<file path="config.mk">
export PLATFORM = sky130hd
export DESIGN_NAME = div_unit
export DESIGN_NICKNAME = d
export VERILOG_FILES = /design/src/rtl/div_pkg.sv /design/src/rtl/div_iter_step.sv /design/src/rtl/div_unit.sv
export SDC_FILE = /design/constraint.sdc
export NUM_CORES = 1
export LEC_CHECK = 0
export ABC_AREA = 0
export BUFFER_PORTS_ARGS = -buffer_cell sky130_fd_sc_hd__buf_2
export CAP_MARGIN = 20
export CORE_MARGIN = 4
export CORE_UTILIZATION = 58
export CTS_BUF_LIST = sky130_fd_sc_hd__clkbuf_4 sky130_fd_sc_hd__clkbuf_8
export CTS_CLUSTER_DIAMETER = 40
export DETAILED_ROUTE_END_ITERATION = 7
export GPL_TIMING_DRIVEN = 0
export PLACE_DENSITY = 0.75
export SYNTH_ARGS = -nofsm -noshare
export SYNTH_HDL_FRONTEND = slang
export SYNTH_SLANG_ARGS = --single-unit
</file>
<file path="constraint.sdc">
create_clock -name i_clk -period 6.9 [get_ports i_clk]
set_input_delay 0.345 -clock i_clk [delete_from_list [all_inputs] [get_ports i_clk]]
set_output_delay 0.345 -clock i_clk [all_outputs]
set_load 0.02 [all_outputs]
</file>
<file path="src/rtl/div_pkg.sv">
// Shared types and constants for the iterative radix-2 restoring divider.
package div_pkg;

  typedef enum logic [1:0] {
    S_IDLE = 2'd0,
    S_ZERO = 2'd1,
    S_BUSY = 2'd2,
    S_DONE = 2'd3
  } div_state_e;

  localparam int DIV_DW = 32;
  localparam int DIV_CW = $clog2(DIV_DW);

  // Quotient reported for a zero divisor, in both signed and unsigned modes.
  localparam logic [DIV_DW-1:0] DIV_ZERO_QUOT = {DIV_DW{1'b1}};

endpackage

</file>
<file path="src/rtl/div_iter_step.sv">
// One restoring-division step: shift {rem, dividend} left, trial-subtract the
// divisor and keep the difference only when it does not go negative.
module div_iter_step
  import div_pkg::*;
#(
  parameter int DW = DIV_DW
) (
  input  logic [DW-1:0] i_rem,
  input  logic [DW-1:0] i_dvd,
  input  logic [DW-1:0] i_dvs,
  output logic [DW-1:0] o_rem,
  output logic [DW-1:0] o_dvd,
  output logic          o_bit
);

  logic [DW:0] w_rem_sh;
  logic [DW:0] w_trial;

  // DW+1 bits suffice: rem < divisor, so a non-negative trial never sets bit DW.
  assign w_rem_sh = {i_rem, i_dvd[DW-1]};
  assign w_trial  = w_rem_sh - {1'b0, i_dvs};
  assign o_bit    = ~w_trial[DW];
  assign o_rem    = o_bit ? w_trial[DW-1:0] : w_rem_sh[DW-1:0];
  assign o_dvd    = {i_dvd[DW-2:0], o_bit};

endmodule

</file>
<file path="src/rtl/div_unit.sv">
// Iterative DIV/DIVU unit for the execute stage: holds the pipeline via
// o_stall_req while iterating and pulses o_ready with the {HI, LO} result.
module div_unit
  import div_pkg::*;
#(
  parameter int DW = DIV_DW
) (
  input  logic            i_clk,
  input  logic            i_reset,
  input  logic            i_start,
  input  logic            i_signed_div,
  input  logic            i_annul,
  input  logic [DW-1:0]   i_opa,
  input  logic [DW-1:0]   i_opb,
  output logic [2*DW-1:0] o_result,
  output logic            o_ready,
  output logic            o_stall_req
);

  localparam int CW = (DW > 1) ? $clog2(DW) : 1;

  div_state_e      r_state;
  div_state_e      w_state_nxt;
  logic [CW-1:0]   r_cnt;
  logic [DW-1:0]   r_rem;
  logic [DW-1:0]   r_dvd;
  logic [DW-1:0]   r_dvs;
  logic            r_qsign;
  logic            r_rsign;
  logic [2*DW-1:0] r_result;
  logic            r_ready;

  logic [DW-1:0]   w_rem_nxt;
  logic [DW-1:0]   w_dvd_nxt;
  logic            w_bit;
  logic            w_launch;
  logic            w_opb_zero;
  logic            w_last;
  logic [DW-1:0]   w_quot_fin;
  logic [DW-1:0]   w_rem_fin;

  function automatic logic [DW-1:0] f_mag(input logic [DW-1:0] v, input logic sd);
    return (sd && v[DW-1]) ? -v : v;
  endfunction

  div_iter_step #(.DW(DW)) u_step (
    .i_rem (r_rem),
    .i_dvd (r_dvd),
    .i_dvs (r_dvs),
    .o_rem (w_rem_nxt),
    .o_dvd (w_dvd_nxt),
    .o_bit (w_bit)
  );

  assign w_launch   = (r_state == S_IDLE) && i_start && !i_annul;
  assign w_opb_zero = (i_opb == {DW{1'b0}});
  assign w_last     = (r_cnt == CW'(DW - 1));
  assign w_quot_fin = r_qsign ? -w_dvd_nxt : w_dvd_nxt;
  assign w_rem_fin  = r_rsign ? -w_rem_nxt : w_rem_nxt;

  assign o_stall_req = w_launch || (r_state == S_BUSY) || (r_state == S_ZERO);
  assign o_result    = r_result;
  assign o_ready     = r_ready;

  always_ff @(posedge i_clk) begin
    if (i_reset) begin
      r_state <= S_IDLE;
    end else begin
      r_state <= w_state_nxt;
    end
  end

  // Annul pulls any active state back to IDLE ahead of every other transition.
  always_comb begin
    w_state_nxt = r_state;
    case (r_state)
      S_IDLE: begin
        if (w_launch) begin
          w_state_nxt = w_opb_zero ? S_ZERO : S_BUSY;
        end else begin
          w_state_nxt = S_IDLE;
        end
      end
      S_ZERO: begin
        w_state_nxt = i_annul ? S_IDLE : S_DONE;
      end
      S_BUSY: begin
        if (i_annul) begin
          w_state_nxt = S_IDLE;
        end else if (w_last) begin
          w_state_nxt = S_DONE;
        end else begin
          w_state_nxt = S_BUSY;
        end
      end
      S_DONE: begin
        w_state_nxt = S_IDLE;
      end
      default: begin
        w_state_nxt = S_IDLE;
      end
    endcase
  end

  always_ff @(posedge i_clk) begin
    if (i_reset) begin
      r_cnt    <= '0;
      r_rem    <= '0;
      r_dvd    <= '0;
      r_dvs    <= '0;
      r_qsign  <= 1'b0;
      r_rsign  <= 1'b0;
      r_result <= '0;
      r_ready  <= 1'b0;
    end else begin
      r_ready <= 1'b0;
      case (r_state)
        S_IDLE: begin
          if (w_launch) begin
            r_cnt   <= '0;
            r_rem   <= '0;
            // A zero divisor keeps the raw dividend for the HI result.
            r_dvd   <= w_opb_zero ? i_opa : f_mag(i_opa, i_signed_div);
            r_dvs   <= f_mag(i_opb, i_signed_div);
            r_qsign <= i_signed_div & (i_opa[DW-1] ^ i_opb[DW-1]);
            r_rsign <= i_signed_div & i_opa[DW-1];
          end
        end
        S_ZERO: begin
          if (!i_annul) begin
            r_result <= {r_dvd, DW'(DIV_ZERO_QUOT)};
            r_ready  <= 1'b1;
          end
        end
        S_BUSY: begin
          if (!i_annul) begin
            r_rem <= w_rem_nxt;
            r_dvd <= w_dvd_nxt;
            r_cnt <= r_cnt + CW'(1);
            if (w_last) begin
              r_result <= {w_rem_fin, w_quot_fin};
              r_ready  <= 1'b1;
            end
          end
        end
        default: begin
        end
      endcase
    end
  end

endmodule

</file>
==> flow_summary.rst, run 1 <==
.. list-table::
   :header-rows: 1

   * - Metric
     - Value
   * - Result of the run
     - finished, final reports clean
   * - Worst Setup SP
     - r_dvd[31]
   * - Worst r2r src
     - r_dvd[31]
   * - Crit path arrival time
     - 6.98 ns
   * - Number of violations of the max-capacitance limit
     - 0
   * - Count of H-tree levels built during CTS
     - 4
   * - Largest incremental delay on the critical path
     - 0.70 ns
   * - Routed WL per cell
     - 20.2 µm
   * - Total half-perimeter wirelength after legalization and detailed placement
     - 32200 µm
   * - Switching power of the nets
     - 0.777 mW
   * - Transition time at the pin with the least slew margin
     - 1.11 ns
   * - Total power divided by cell area
     - 172 nW/µm²
   * - Number of endpoints with negative hold slack in the final report
     - 0
   * - Worst min-delay path class
     - in -> reg
   * - Count of buffers from port buffering
     - 133
   * - Initial antenna violation count
     - 1
   * - RR Endpoint
     - o_result[62]
   * - Worst relative slew slack
     - 24.9%
   * - Non-Filler Cell Area, Final
     - 13200 µm²
   * - Worst supply voltage drop on vdd
     - 124 µV
   * - Prevailing post-synth register cell
     - sky130_fd_sc_hd__dfxtp_1
   * - Ratio of routed vias to standard cells
     - 6.34
   * - Mapped Avg Cell Area
     - 7.46 µm²
   * - Post-CTS setup buffers
     - 0
   * - Final net count
     - 1851
   * - Buffer levels on the longest clock path
     - 2
   * - Combinational power share
     - 22.7%
   * - Most frequent cell on the critical path
     - sky130_fd_sc_hd__inv_1
   * - Layout cells sized above 1
     - 11.8%
   * - Data required time at the worst endpoint
     - 7.28 ns
   * - Initial core utilization
     - 58.8%
   * - CTS buffer count
     - 17
   * - Core Rows
     - 52
   * - Synthesized netlist cell count
     - 1588
   * - Total internal power
     - 1.50 mW
   * - Syn Nets
     - 1699
   * - Category of the most critical setup path
     - reg -> reg
   * - Fraction of the yosys area taken by sequential cells
     - 28.7%
   * - Worst-case register-to-register setup slack
     - 0.30 ns
   * - Most common library cell in the layout ignoring fill and taps
     - sky130_fd_sc_hd__nand2_1
   * - Standard cell with the maximum stage delay on the critical path
     - sky130_fd_sc_hd__buf_1
   * - Vias in the first global route
     - 11.8k
   * - Number of different library cells in the post-synthesis netlist
     - 75
   * - Standard cell core area
     - 20200 µm²
   * - Setup repair after global routing missed its margin
     - no
   * - Worst clock skew on the final layout
     - 0.0156 ns
   * - Number of optimization iterations in the first detailed-route pass
     - 6
   * - Die outline height
     - 151 µm
   * - Root Driver
     - sky130_fd_sc_hd__clkbuf_8
   * - Worst Setup End Kind
     - register
   * - Placement-stage cell area
     - 12900 µm²
   * - End of the worst hold path
     - r_dvs[0]
   * - DRC viols
     - 0
   * - Portion of total power attributed to sequential cells
     - 45.7%
   * - Static power due to leakage
     - 5.23 nW
   * - Largest net degree at the start of global routing
     - 17
   * - Crit path launch type
     - register
   * - CTS clock-pin slew for the worst setup and hold paths
     - 0.09 ns
   * - Number of flip-flops and latches in the synthesized netlist
     - 170
   * - Setup tns final
     - 0 ns
   * - Final ANT Viol Nets
     - 0
   * - Number of clock sinks
     - 170
   * - Number of endpoints failing setup at the final stage
     - 0
   * - Count of cells along the worst hold path
     - 3
   * - Async SR Flop Fraction
     - 0%
   * - FMAX
     - 152 MHz
   * - Layout overhead on the synthesized area
     - 11.8%
   * - Switching share of power
     - 34.1%
   * - Die area
     - 22800 µm²
   * - Total GRT Usage
     - 35.1%
   * - Final worst path period need
     - 6.60 ns
   * - Hold Startpoint
     - i_opb[0]
   * - Worst skew pair latency
     - 0.48 ns
   * - Final number of max-transition violations
     - 0
   * - Global-route wire length before repair
     - 63000 µm
   * - Hold buffers post-CTS
     - 0
   * - R2R depth
     - 23
   * - DR vias
     - 12.8k
   * - DRC marker count from the first detailed-route iteration
     - 1376
   * - GRT Residual Overflow
     - 0
   * - Mapped cell area
     - 11900 µm²
   * - Critical-path cell list
     - inv_1 -> ha_1 -> inv_1 -> fa_1 -> a211oi_2 -> nor3_2 -> o2111ai_2 -> a2111oi_4 -> nor3_2 -> nor2_8 -> inv_2 -> clkbuf_1 -> clkbuf_1 -> buf_1 -> nor2_1 -> a21oi_1 -> ha_1 -> inv_1 -> a2111o_1 -> buf_6 -> nor4_2 -> mux2i_1 -> a221oi_1
   * - Resize count post-CTS
     - 0
   * - Commonest cells after routing, fill and taps aside
     - sky130_fd_sc_hd__nand2_1, sky130_fd_sc_hd__dfxtp_1, sky130_fd_sc_hd__nor2_1
   * - Detailed-route wire length
     - 40900 µm
   * - Portion of total power attributed to the clock network
     - 31.6%
   * - Count of antenna diodes in the layout
     - 0
   * - CP Max Fanout
     - 10
   * - Yosys synthesis warning count
     - 0
   * - Die width
     - 151 µm
   * - Number of enable flip-flop cells after synthesis
     - 0
   * - Clock tree from TritonCTS
     - built
   * - Number of I/O pins
     - 135
   * - Period Utilization, post-route
     - 95.6%
   * - Final estimated routing congestion in global placement
     - 1.05
registers in the layout, summed over array words and instances (netlist names):
name,count
o_ready,1
r_dvs,32
r_rem,32
r_dvd,32
r_rsign,1
o_result,64
r_qsign,1
r_cnt,5
r_state,2
kinds of logic (layout without fill, tap and decap cells):
family          after synthesis  after routing  share of synthesized area, %
simple gates                537            537                          20.9
fa+ha+maj                    42             42                          4.50
xor+xnor                    135            135                          9.98
compound gates              503            503                          27.0
flops                       170            170                          28.7
buf+inv                     159            324                          5.17
mux                          42             42                          3.68
cell usage after synthesis (6+ instances only):
cell type	count	area [µm²]
sky130_fd_sc_hd__inv_1	54	203
sky130_fd_sc_hd__nand4_1	13	81.3
sky130_fd_sc_hd__nor2_1	161	604
sky130_fd_sc_hd__nand2_1	196	736
sky130_fd_sc_hd__a22oi_1	23	173
sky130_fd_sc_hd__a21oi_1	145	726
sky130_fd_sc_hd__a211oi_1	39	293
sky130_fd_sc_hd__nand3_1	23	115
sky130_fd_sc_hd__a311oi_1	7	61.3
sky130_fd_sc_hd__dfxtp_1	170	3400
sky130_fd_sc_hd__a21o_1	16	120
sky130_fd_sc_hd__o21ai_0	119	596
sky130_fd_sc_hd__o21a_1	6	45.0
sky130_fd_sc_hd__xnor2_1	55	482
sky130_fd_sc_hd__and2_1	11	68.8
sky130_fd_sc_hd__ha_1	41	513
sky130_fd_sc_hd__mux2i_1	29	290
sky130_fd_sc_hd__nor2b_1	6	37.5
sky130_fd_sc_hd__mux2_2	13	146
sky130_fd_sc_hd__o31ai_1	28	210
sky130_fd_sc_hd__or4_1	11	82.6
sky130_fd_sc_hd__nor3_1	24	120
sky130_fd_sc_hd__o211ai_1	22	165
sky130_fd_sc_hd__or2_2	6	37.5
sky130_fd_sc_hd__o41ai_1	17	149
sky130_fd_sc_hd__a31oi_1	16	100
sky130_fd_sc_hd__nor4_1	19	119
sky130_fd_sc_hd__and3_1	16	100
sky130_fd_sc_hd__xor2_1	80	701
sky130_fd_sc_hd__buf_1	8	30.0
sky130_fd_sc_hd__o22ai_1	14	87.6
sky130_fd_sc_hd__or3_1	24	150
sky130_fd_sc_hd__clkbuf_1	89	334
routing by layer:
metal,vias to the layer above,part of all wire (%),track usage [%]
met3,104,11,8.26
li1,6042,-,-
met4,2,3.0,11.4
met2,679,43,51.8
met1,6005,43,50.4
met5,-,0.042,0
final cells by class:
class	instances	area, µm²
fillers	1870	6930
clock inverters	12	126
plain buffers	103	403
inverters	56	210
clock buffers	20	263
repair buffers	133	666
flip-flops and latches	170	3400
multi-input cells	1259	7840
well taps	270	338
power groups by stage:
stage | sequential, mW | clock, mW | combinational (mW)
detailed placement | 1.06 | 0 | 0.498
finish | 1.04 | 0.719 | 0.516
CTS | 1.04 | 0.715 | 0.502
global route | 1.04 | 0.759 | 0.560
floorplan | 1.04 | 0 | 0.350
global placement | 1.06 | 0 | 0.492
stage by stage:
step | total power, mW | setup WS, ns | util, % | cells | hold slack [ns]
after floorplan | 1.39 | 2.08 | - | 1588 | 0.432
after global routing | 2.36 | 0.0709 | 65.7 | 2023 | 0.164
after global placement | 1.55 | 0.610 | 63.7 | 1991 | 0.441
after detailed placement | 1.56 | 0.527 | 63.7 | 1991 | 0.447
final | 2.27 | 0.301 | 65.7 | 2023 | 0.159
after CTS | 2.25 | 0.502 | 65.7 | 2023 | 0.153
how the worst max path moves through the flow:
stage          slack [ns]  cells after the start           end
2_1_floorplan        2.08                     23  o_result[62]
3_3_place_gp         0.61                     23  o_result[62]
3_5_place_dp         0.53                     23  o_result[62]
4_1_cts              0.50                     23  o_result[62]
5_1_grt              0.07                     23  o_result[62]
6_report             0.30                     23  o_result[62]
critical path: cells and delay by family (launching register included):
family	cells	cell delay (ns)
buf+inv	8	2.26
compound gates	6	1.83
simple gates	5	1.07
fa+ha+maj	3	0.81
flops	1	0.40
mux	1	0.11
Note: power is estimated with default switching activity, not from simulation.
==> inputs of run 2 (changes only) <==
Settings changed: CTS_BUF_LIST sky130_fd_sc_hd__clkbuf_4 sky130_fd_sc_hd__clkbuf_8 to sky130_fd_sc_hd__clkbuf_4.
==> run 2 against run 1 <==
  * Die area unchanged
  * Clock power shrank 19%
  * Critical endpoint unchanged
  * Register-to-register slack worse by 0.03 ns
  * Cell area decreased by 0.84%
  * Via count hardly changed
  * Global-route usage is 0.14 points lower
  * Maximum frequency down 0.46%
  * Critical path type unchanged
==> flow_summary.rst, run 2 (same netlist as run 1, synthesis figures left out) <==
.. list-table::
   :header-rows: 1

   * - Metric
     - Value
   * - Largest net degree at the start of global routing
     - 17 (unchanged)
   * - Layout cells sized above 1
     - 11.7% (was 11.8%)
   * - Global-route wire length before repair
     - 62900 µm (was 63000 µm)
   * - Number of violations of the max-capacitance limit
     - 0 (unchanged)
   * - Met3 routed wirelength
     - 4600 µm (was 4650 µm)
   * - Number of endpoints failing setup at the final stage
     - 0 (unchanged)
   * - Ratio of routed vias to standard cells
     - 6.33 (was 6.34)
   * - R2R depth
     - 23 (unchanged)
   * - Placement-stage cell area
     - 12900 µm² (unchanged)
   * - Data required time at the worst endpoint
     - 7.39 ns (was 7.28 ns)
   * - Crit path buf inv count
     - 8 (unchanged)
   * - Capturing element of the worst setup path
     - o_result[62] (unchanged)
   * - CTS clock-pin slew for the worst setup and hold paths
     - 0.15 ns (was 0.09 ns)
   * - DRC marker count from the first detailed-route iteration
     - 1444 (was 1376)
   * - FMAX
     - 151 MHz (was 152 MHz)
   * - Count of buffers from port buffering
     - 133 (unchanged)
   * - Crit path launch type
     - register (unchanged)
   * - Final worst path period need
     - 6.63 ns (was 6.60 ns)
   * - Worst Setup End Kind
     - register (unchanged)
   * - Worst r2r src
     - r_dvd[31] (unchanged)
   * - Worst min-delay path class
     - in -> reg (unchanged)
   * - Detailed-route wire length
     - 40800 µm (was 40900 µm)
   * - Total half-perimeter wirelength after legalization and detailed placement
     - 32200 µm (unchanged)
   * - Worst clock skew on the final layout
     - 0.0218 ns (was 0.0156 ns)
   * - Met2 wire length
     - 17300 µm (was 17400 µm)
   * - Most frequent cell on the critical path
     - sky130_fd_sc_hd__inv_1 (unchanged)
   * - Non-Filler Cell Area, Final
     - 13100 µm² (was 13200 µm²)
   * - Setup tns final
     - 0 ns (unchanged)
   * - Die outline height
     - 151 µm (unchanged)
   * - Buffer levels on the longest clock path
     - 2 (unchanged)
   * - Count of cells along the worst hold path
     - 3 (unchanged)
   * - Final Core Density
     - 65.1% (was 65.7%)
   * - Period Utilization, post-route
     - 96.1% (was 95.6%)
   * - Static power due to leakage
     - 5.18 nW (was 5.23 nW)
   * - DR vias
     - 12.8k (about the same)
   * - Final net count
     - 1851 (unchanged)
   * - Result of the run
     - finished, final reports clean (unchanged)
   * - Hold buffers post-CTS
     - 0 (unchanged)
   * - Final ANT Viol Nets
     - 0 (unchanged)
   * - Resize count post-CTS
     - 0 (unchanged)
   * - Root Driver
     - sky130_fd_sc_hd__clkbuf_4 (was sky130_fd_sc_hd__clkbuf_8)
   * - CP Max Fanout
     - 10 (unchanged)
   * - Clock tree from TritonCTS
     - built (unchanged)
   * - Worst Setup SP
     - r_dvd[31] (unchanged)
   * - Layout overhead on the synthesized area
     - 10.8% (was 11.8%)
   * - Standard cell with the maximum stage delay on the critical path
     - sky130_fd_sc_hd__buf_1 (unchanged)
   * - Count of H-tree levels built during CTS
     - 4 (unchanged)
   * - Post-route non-filler standard cell count
     - 2025 (was 2023)
   * - Worst skew pair latency
     - 0.59 ns (was 0.48 ns)
   * - Most common library cell in the layout ignoring fill and taps
     - sky130_fd_sc_hd__nand2_1 (unchanged)
   * - Core Rows
     - 52 (unchanged)
   * - Die area
     - 22800 µm² (unchanged)
   * - Crit path arrival time
     - 7.12 ns (was 6.98 ns)
   * - Largest incremental delay on the critical path
     - 0.71 ns (was 0.70 ns)
   * - Final estimated routing congestion in global placement
     - 1.05 (unchanged)
   * - Critical Path Stages
     - 23 (unchanged)
   * - Critical-path cell list
     - inv_1 -> ha_1 -> inv_1 -> fa_1 -> a211oi_2 -> nor3_2 -> o2111ai_2 -> a2111oi_4 -> nor3_2 -> nor2_8 -> inv_2 -> clkbuf_1 -> clkbuf_1 -> buf_1 -> nor2_1 -> a21oi_1 -> ha_1 -> inv_1 -> a2111o_1 -> buf_6 -> nor4_2 -> mux2i_1 -> a221oi_1 (unchanged)
   * - Worst relative slew slack
     - 27.2% (was 24.9%)
   * - Fill cell total of the finished layout
     - 1885 (was 1870)
   * - Minimum hold slack
     - 0.0533 ns (was 0.159 ns)
   * - Total power divided by cell area
     - 163 nW/µm² (was 172 nW/µm²)
   * - CTS buffer count
     - 17 (unchanged)
   * - Standard cell core area
     - 20200 µm² (unchanged)
   * - Worst-case register-to-register setup slack
     - 0.27 ns (was 0.30 ns)
   * - DRC viols
     - 0 (unchanged)
   * - Worst supply voltage drop on vdd
     - 108 µV (was 124 µV)
   * - Number of cells after detailed placement
     - 1991 (unchanged)
   * - Routed WL per cell
     - 20.2 µm (about the same)
   * - Top layer reached by signal wires
     - met5 (unchanged)
   * - Post-CTS setup buffers
     - 0 (unchanged)
   * - Vias in the first global route
     - 11.7k (was 11.8k)
   * - Flip-flop count of the largest register after layout
     - 64 (unchanged)
   * - Transition time at the pin with the least slew margin
     - 1.08 ns (was 1.11 ns)
   * - Met1 layer wirelength in the final routing
     - 17800 µm (was 17600 µm)
   * - Final number of max-transition violations
     - 0 (unchanged)
   * - Family with the most delay on the worst path
     - buffers and inverters (unchanged)
   * - Category of the most critical setup path
     - reg -> reg (unchanged)
   * - Commonest cells after routing, fill and taps aside
     - sky130_fd_sc_hd__nand2_1, sky130_fd_sc_hd__dfxtp_1, sky130_fd_sc_hd__nor2_1 (unchanged)
   * - Total GRT Usage
     - 34.9% (was 35.1%)
   * - Initial antenna violation count
     - 3 (was 1)
   * - GRT Residual Overflow
     - 0 (unchanged)
   * - Number of clock sinks
     - 170 (unchanged)
   * - RR Endpoint
     - o_result[62] (unchanged)
   * - Setup repair after global routing missed its margin
     - no (unchanged)
   * - Number of optimization iterations in the first detailed-route pass
     - 5 (was 6)
   * - Number of I/O pins
     - 135 (unchanged)
   * - Die width
     - 151 µm (unchanged)
   * - Number of endpoints with negative hold slack in the final report
     - 0 (unchanged)
   * - Initial core utilization
     - 58.8% (unchanged)
[run 2: final cells by class]
| cell class | count | area (µm²) | area share [%] |
|---|---|---|---|
| flip-flops and latches | 170 | 3400 | 25.9 |
| well taps | 270 | 338 | 2.57 |
| diodes | 2 | 5.00 | 0.0381 |
| multi-input cells | 1259 | 7840 | 59.7 |
| inverters | 56 | 210 | 1.60 |
| clock buffers | 19 | 143 | 1.09 |
| repair buffers | 133 | 666 | 5.07 |
| clock inverters | 13 | 130 | 0.991 |
| plain buffers | 103 | 403 | 3.07 |
[run 2: worst reg2reg max path: cells and delay by family, from the launching register on]
family / cells / cell delay, ns
buffers and inverters: 8 / 2.28
DFF: 1 / 0.41
AOI/OAI and AO/OA: 6 / 1.84
and+or+nand+nor: 5 / 1.06
adders and majority gates: 3 / 0.82
muxes: 1 / 0.12
[run 2: stage by stage]
stage          setup slack (ns)  power, mW
2_1_floorplan              2.08       1.39
3_3_place_gp              0.610       1.55
3_5_place_dp              0.527       1.56
4_1_cts                   0.486       2.12
5_1_grt                  0.0733       2.23
6_report                  0.270       2.14
[run 2: power breakdown]
part	internal, mW	switching (mW)
Clock	0.196	0.384
Sequential	1.01	0.0352
Combinational	0.180	0.336
[run 2: worst min-delay path by stage]
stage                   start   endpoint  slack [ns]
floorplan           r_dvs[22]  r_dvs[22]        0.43
global placement    r_dvs[22]  r_dvs[22]        0.44
detailed placement  r_dvs[22]  r_dvs[22]        0.45
CTS                  i_opb[0]   r_dvs[0]        0.04
global route         i_opb[5]   r_dvs[5]        0.04
finish               i_opb[0]   r_dvs[0]        0.05
[run 2: metal layers]
layer	global-route usage (%)	vias up
li1	-	6029
met1	50.8	6005
met2	51.6	689
met3	7.51	100
met4	10.7	2
met5	0	-
==> inputs of run 3 (changes only) <==
Settings changed: CORE_ASPECT_RATIO set to 2.
==> run 3 against run 2 <==
  * The run now ends with design-rule violations left
  * Cell area is 0.68% higher
  * Critical path depth stayed put
  * Flip-flop and latch count stayed put
  * Sequential share of layout area is 0.17 points lower
  * Final cell count hardly changed
  * Core utilization is 0.99 points higher
  * Sequential power hardly changed
  * Global-route usage is 5.6 points higher
  * Critical endpoint unchanged
  * Highest routed layer is now met4
==> flow_summary.rst, run 3 (same netlist as run 1, synthesis figures left out) <==
.. list-table::
   :header-rows: 1

   * - Metric
     - Value
   * - Layout overhead on the synthesized area
     - 11.6% (was 10.8%)
   * - Flip-flop count of the largest register after layout
     - 64 (unchanged)
   * - Total power divided by cell area
     - 168 nW/µm² (was 163 nW/µm²)
   * - Die width
     - 109 µm (was 151 µm)
   * - DRC marker count from the first detailed-route iteration
     - 958 (was 1444)
   * - Standard cell core area
     - 20000 µm² (was 20200 µm²)
   * - Number of endpoints failing setup at the final stage
     - 0 (unchanged)
   * - Clock tree from TritonCTS
     - built (unchanged)
   * - Number of optimization iterations in the first detailed-route pass
     - 8 (was 5)
   * - Worst supply voltage drop on vdd
     - 166 µV (was 108 µV)
   * - Final Total Pwr
     - 2.22 mW (was 2.14 mW)
   * - Total GRT Usage
     - 40.5% (was 34.9%)
   * - Data required time at the worst endpoint
     - 7.46 ns (was 7.39 ns)
   * - Die area
     - 22900 µm² (was 22800 µm²)
   * - Worst relative slew slack
     - 17.8% (was 27.2%)
   * - Crit path buf inv count
     - 8 (unchanged)
   * - Final ANT Viol Nets
     - 0 (unchanged)
   * - Worst skew pair latency
     - 0.66 ns (was 0.59 ns)
   * - Routed WL per cell
     - 22.6 µm (was 20.2 µm)
   * - Layout cells sized above 1
     - 11.7% (about the same)
   * - Initial antenna violation count
     - 1 (was 3)
   * - Fill cell total of the finished layout
     - 1885 (unchanged)
   * - Number of endpoints with negative hold slack in the final report
     - 0 (unchanged)
   * - Worst Setup End Kind
     - register (unchanged)
   * - Number of clock sinks
     - 170 (unchanged)
   * - Worst-case register-to-register setup slack
     - 0.32 ns (was 0.27 ns)
   * - Standard cell with the maximum stage delay on the critical path
     - sky130_fd_sc_hd__buf_1 (unchanged)
   * - Count of H-tree levels built during CTS
     - 4 (unchanged)
   * - Commonest cells after routing, fill and taps aside
     - sky130_fd_sc_hd__nand2_1, sky130_fd_sc_hd__dfxtp_1, sky130_fd_sc_hd__nor2_1 (unchanged)
   * - Setup tns final
     - 0 ns (unchanged)
   * - Worst min-delay path class
     - in -> reg (unchanged)
   * - Area occupied by registers
     - 3400 µm² (unchanged)
   * - Setup repair after global routing missed its margin
     - no (unchanged)
   * - Most common library cell in the layout ignoring fill and taps
     - sky130_fd_sc_hd__nand2_1 (unchanged)
   * - Violated checks
     - design-rule violations
   * - Detailed-route wire length
     - 45700 µm (was 40800 µm)
   * - CTS buffer count
     - 17 (unchanged)
   * - Count of buffers from port buffering
     - 133 (unchanged)
   * - Number of violations of the max-capacitance limit
     - 0 (unchanged)
   * - Total half-perimeter wirelength after legalization and detailed placement
     - 36200 µm (was 32200 µm)
   * - Final estimated routing congestion in global placement
     - 1.04 (was 1.05)
   * - Final number of max-transition violations
     - 0 (unchanged)
   * - Final net count
     - 1858 (was 1851)
   * - Family with the most delay on the worst path
     - buffers and inverters (unchanged)
   * - FMAX
     - 152 MHz (was 151 MHz)
   * - CP Max Fanout
     - 10 (unchanged)
   * - Largest incremental delay on the critical path
     - 0.63 ns (was 0.71 ns)
   * - CTS clock-pin slew for the worst setup and hold paths
     - 0.15 ns (about the same)
   * - Result of the run
     - finished with violations (was finished, final reports clean)
   * - GRT Residual Overflow
     - 0 (unchanged)
   * - R2R depth
     - 23 (unchanged)
   * - Number of I/O pins
     - 135 (unchanged)
   * - Multi-input logic area
     - 7840 µm² (unchanged)
   * - DRC viols
     - 1 (was 0)
   * - Initial core utilization
     - 59.2% (was 58.8%)
   * - Count of cells along the worst hold path
     - 3 (unchanged)
   * - Critical Path Stages
     - 23 (unchanged)
   * - Critical-path cell list
     - inv_1 -> ha_1 -> inv_1 -> fa_1 -> a211oi_2 -> nor3_2 -> o2111ai_2 -> a2111oi_4 -> nor3_2 -> nor2_8 -> inv_2 -> clkbuf_1 -> clkbuf_1 -> buf_1 -> nor2_1 -> a21oi_1 -> ha_1 -> inv_1 -> a2111o_1 -> buf_6 -> nor4_2 -> mux2i_1 -> a221oi_1 (unchanged)
   * - Core Rows
     - 73 (was 52)
   * - Most frequent cell on the critical path
     - sky130_fd_sc_hd__inv_1 (unchanged)
   * - Transition time at the pin with the least slew margin
     - 1.22 ns (was 1.08 ns)
   * - Die outline height
     - 210 µm (was 151 µm)
   * - Buffer levels on the longest clock path
     - 2 (unchanged)
   * - Largest net degree at the start of global routing
     - 17 (unchanged)
   * - Final worst path period need
     - 6.58 ns (was 6.63 ns)
   * - Category of the most critical setup path
     - reg -> reg (unchanged)
   * - Crit path launch type
     - register (unchanged)
   * - Worst clock skew on the final layout
     - 0.0310 ns (was 0.0218 ns)
   * - Static power due to leakage
     - 5.22 nW (was 5.18 nW)
   * - Period Utilization, post-route
     - 95.4% (was 96.1%)
   * - Ratio of routed vias to standard cells
     - 6.30 (was 6.33)
   * - Global-route wire length before repair
     - 69800 µm (was 62900 µm)
   * - Crit path arrival time
     - 7.14 ns (was 7.12 ns)
   * - Root Driver
     - sky130_fd_sc_hd__clkbuf_4 (unchanged)
   * - Vias in the first global route
     - 12.8k (was 11.7k)
   * - DR vias
     - 12.7k (was 12.8k)
-- run 3: changes by cell type in the layout (fill, tap and decap cells not counted), sizes merged --
cell	delta
clkbuf	-1
diode	-1
clkinv	+2
dlygate4sd3	+6
buf	+1
clkinvlp	+2
bufinv	+2
inv	-5
-- run 3: per-layer routing --
| metal | vias up | routed length (µm) | global-route usage, % |
|---|---|---|---|
| met5 | - | 0 | 0 |
| met4 | 0 | 5450 | 40.3 |
| met3 | 241 | 2970 | 7.42 |
| met2 | 646 | 22500 | 69.4 |
| met1 | 5835 | 14800 | 38.6 |
| li1 | 6027 | - | - |
-- run 3: worst min-delay path: cells and delay by family --
family	cells	cell delay (ns)
buf+inv	1	0.12
xor+xnor	1	0.12
compound gates	1	0.06
-- run 3: final cells by class --
class | count | area share (%)
well taps | 262 | 2.48
diodes | 1 | 0.0189
clock buffers | 18 | 1.02
repair buffers | 140 | 5.53
inverters | 56 | 1.59
plain buffers | 103 | 3.05
flip-flops and latches | 170 | 25.7
multi-input cells | 1259 | 59.3
clock inverters | 14 | 1.32
-- run 3: worst paths after layout --
path	start	end
max	r_dvd[31]	o_result[62]
min	i_opb[2]	r_dvs[2]
max reg2reg	r_dvd[31]	o_result[62]
min reg2reg	r_dvs[31]	r_dvs[31]
-- run 3: power by group --
part / switching [mW] / internal [mW] / total (mW)
Sequential: 0.0355 / 1.01 / 1.04
Clock: 0.383 / 0.256 / 0.639
Combinational: 0.351 / 0.183 / 0.534
-- run 3: repair_timing --
| item | CTS | global route |
|---|---|---|
| resized for setup | 0 | 0 |
| buffers inserted | 0 | 0 |
| hold buffers | 6 | 0 |
| endpoints found under the hold margin | 5 | 0 |
-- run 3: per-stage QoR --
step | setup slack, ns | hold slack, ns | area, µm² | utilization [%] | std cells
2_1_floorplan | 2.08 | 0.432 | 11900 | - | 1588
3_3_place_gp | 0.579 | 0.444 | 12800 | 64.2 | 1983
3_5_place_dp | 0.536 | 0.445 | 12800 | 64.2 | 1983
4_1_cts | 0.474 | 0.000937 | 13200 | 66.1 | 2021
5_1_grt | 0.110 | 0.0269 | 13200 | 66.1 | 2023
6_report | 0.316 | 0.0328 | 13200 | 66.1 | 2023
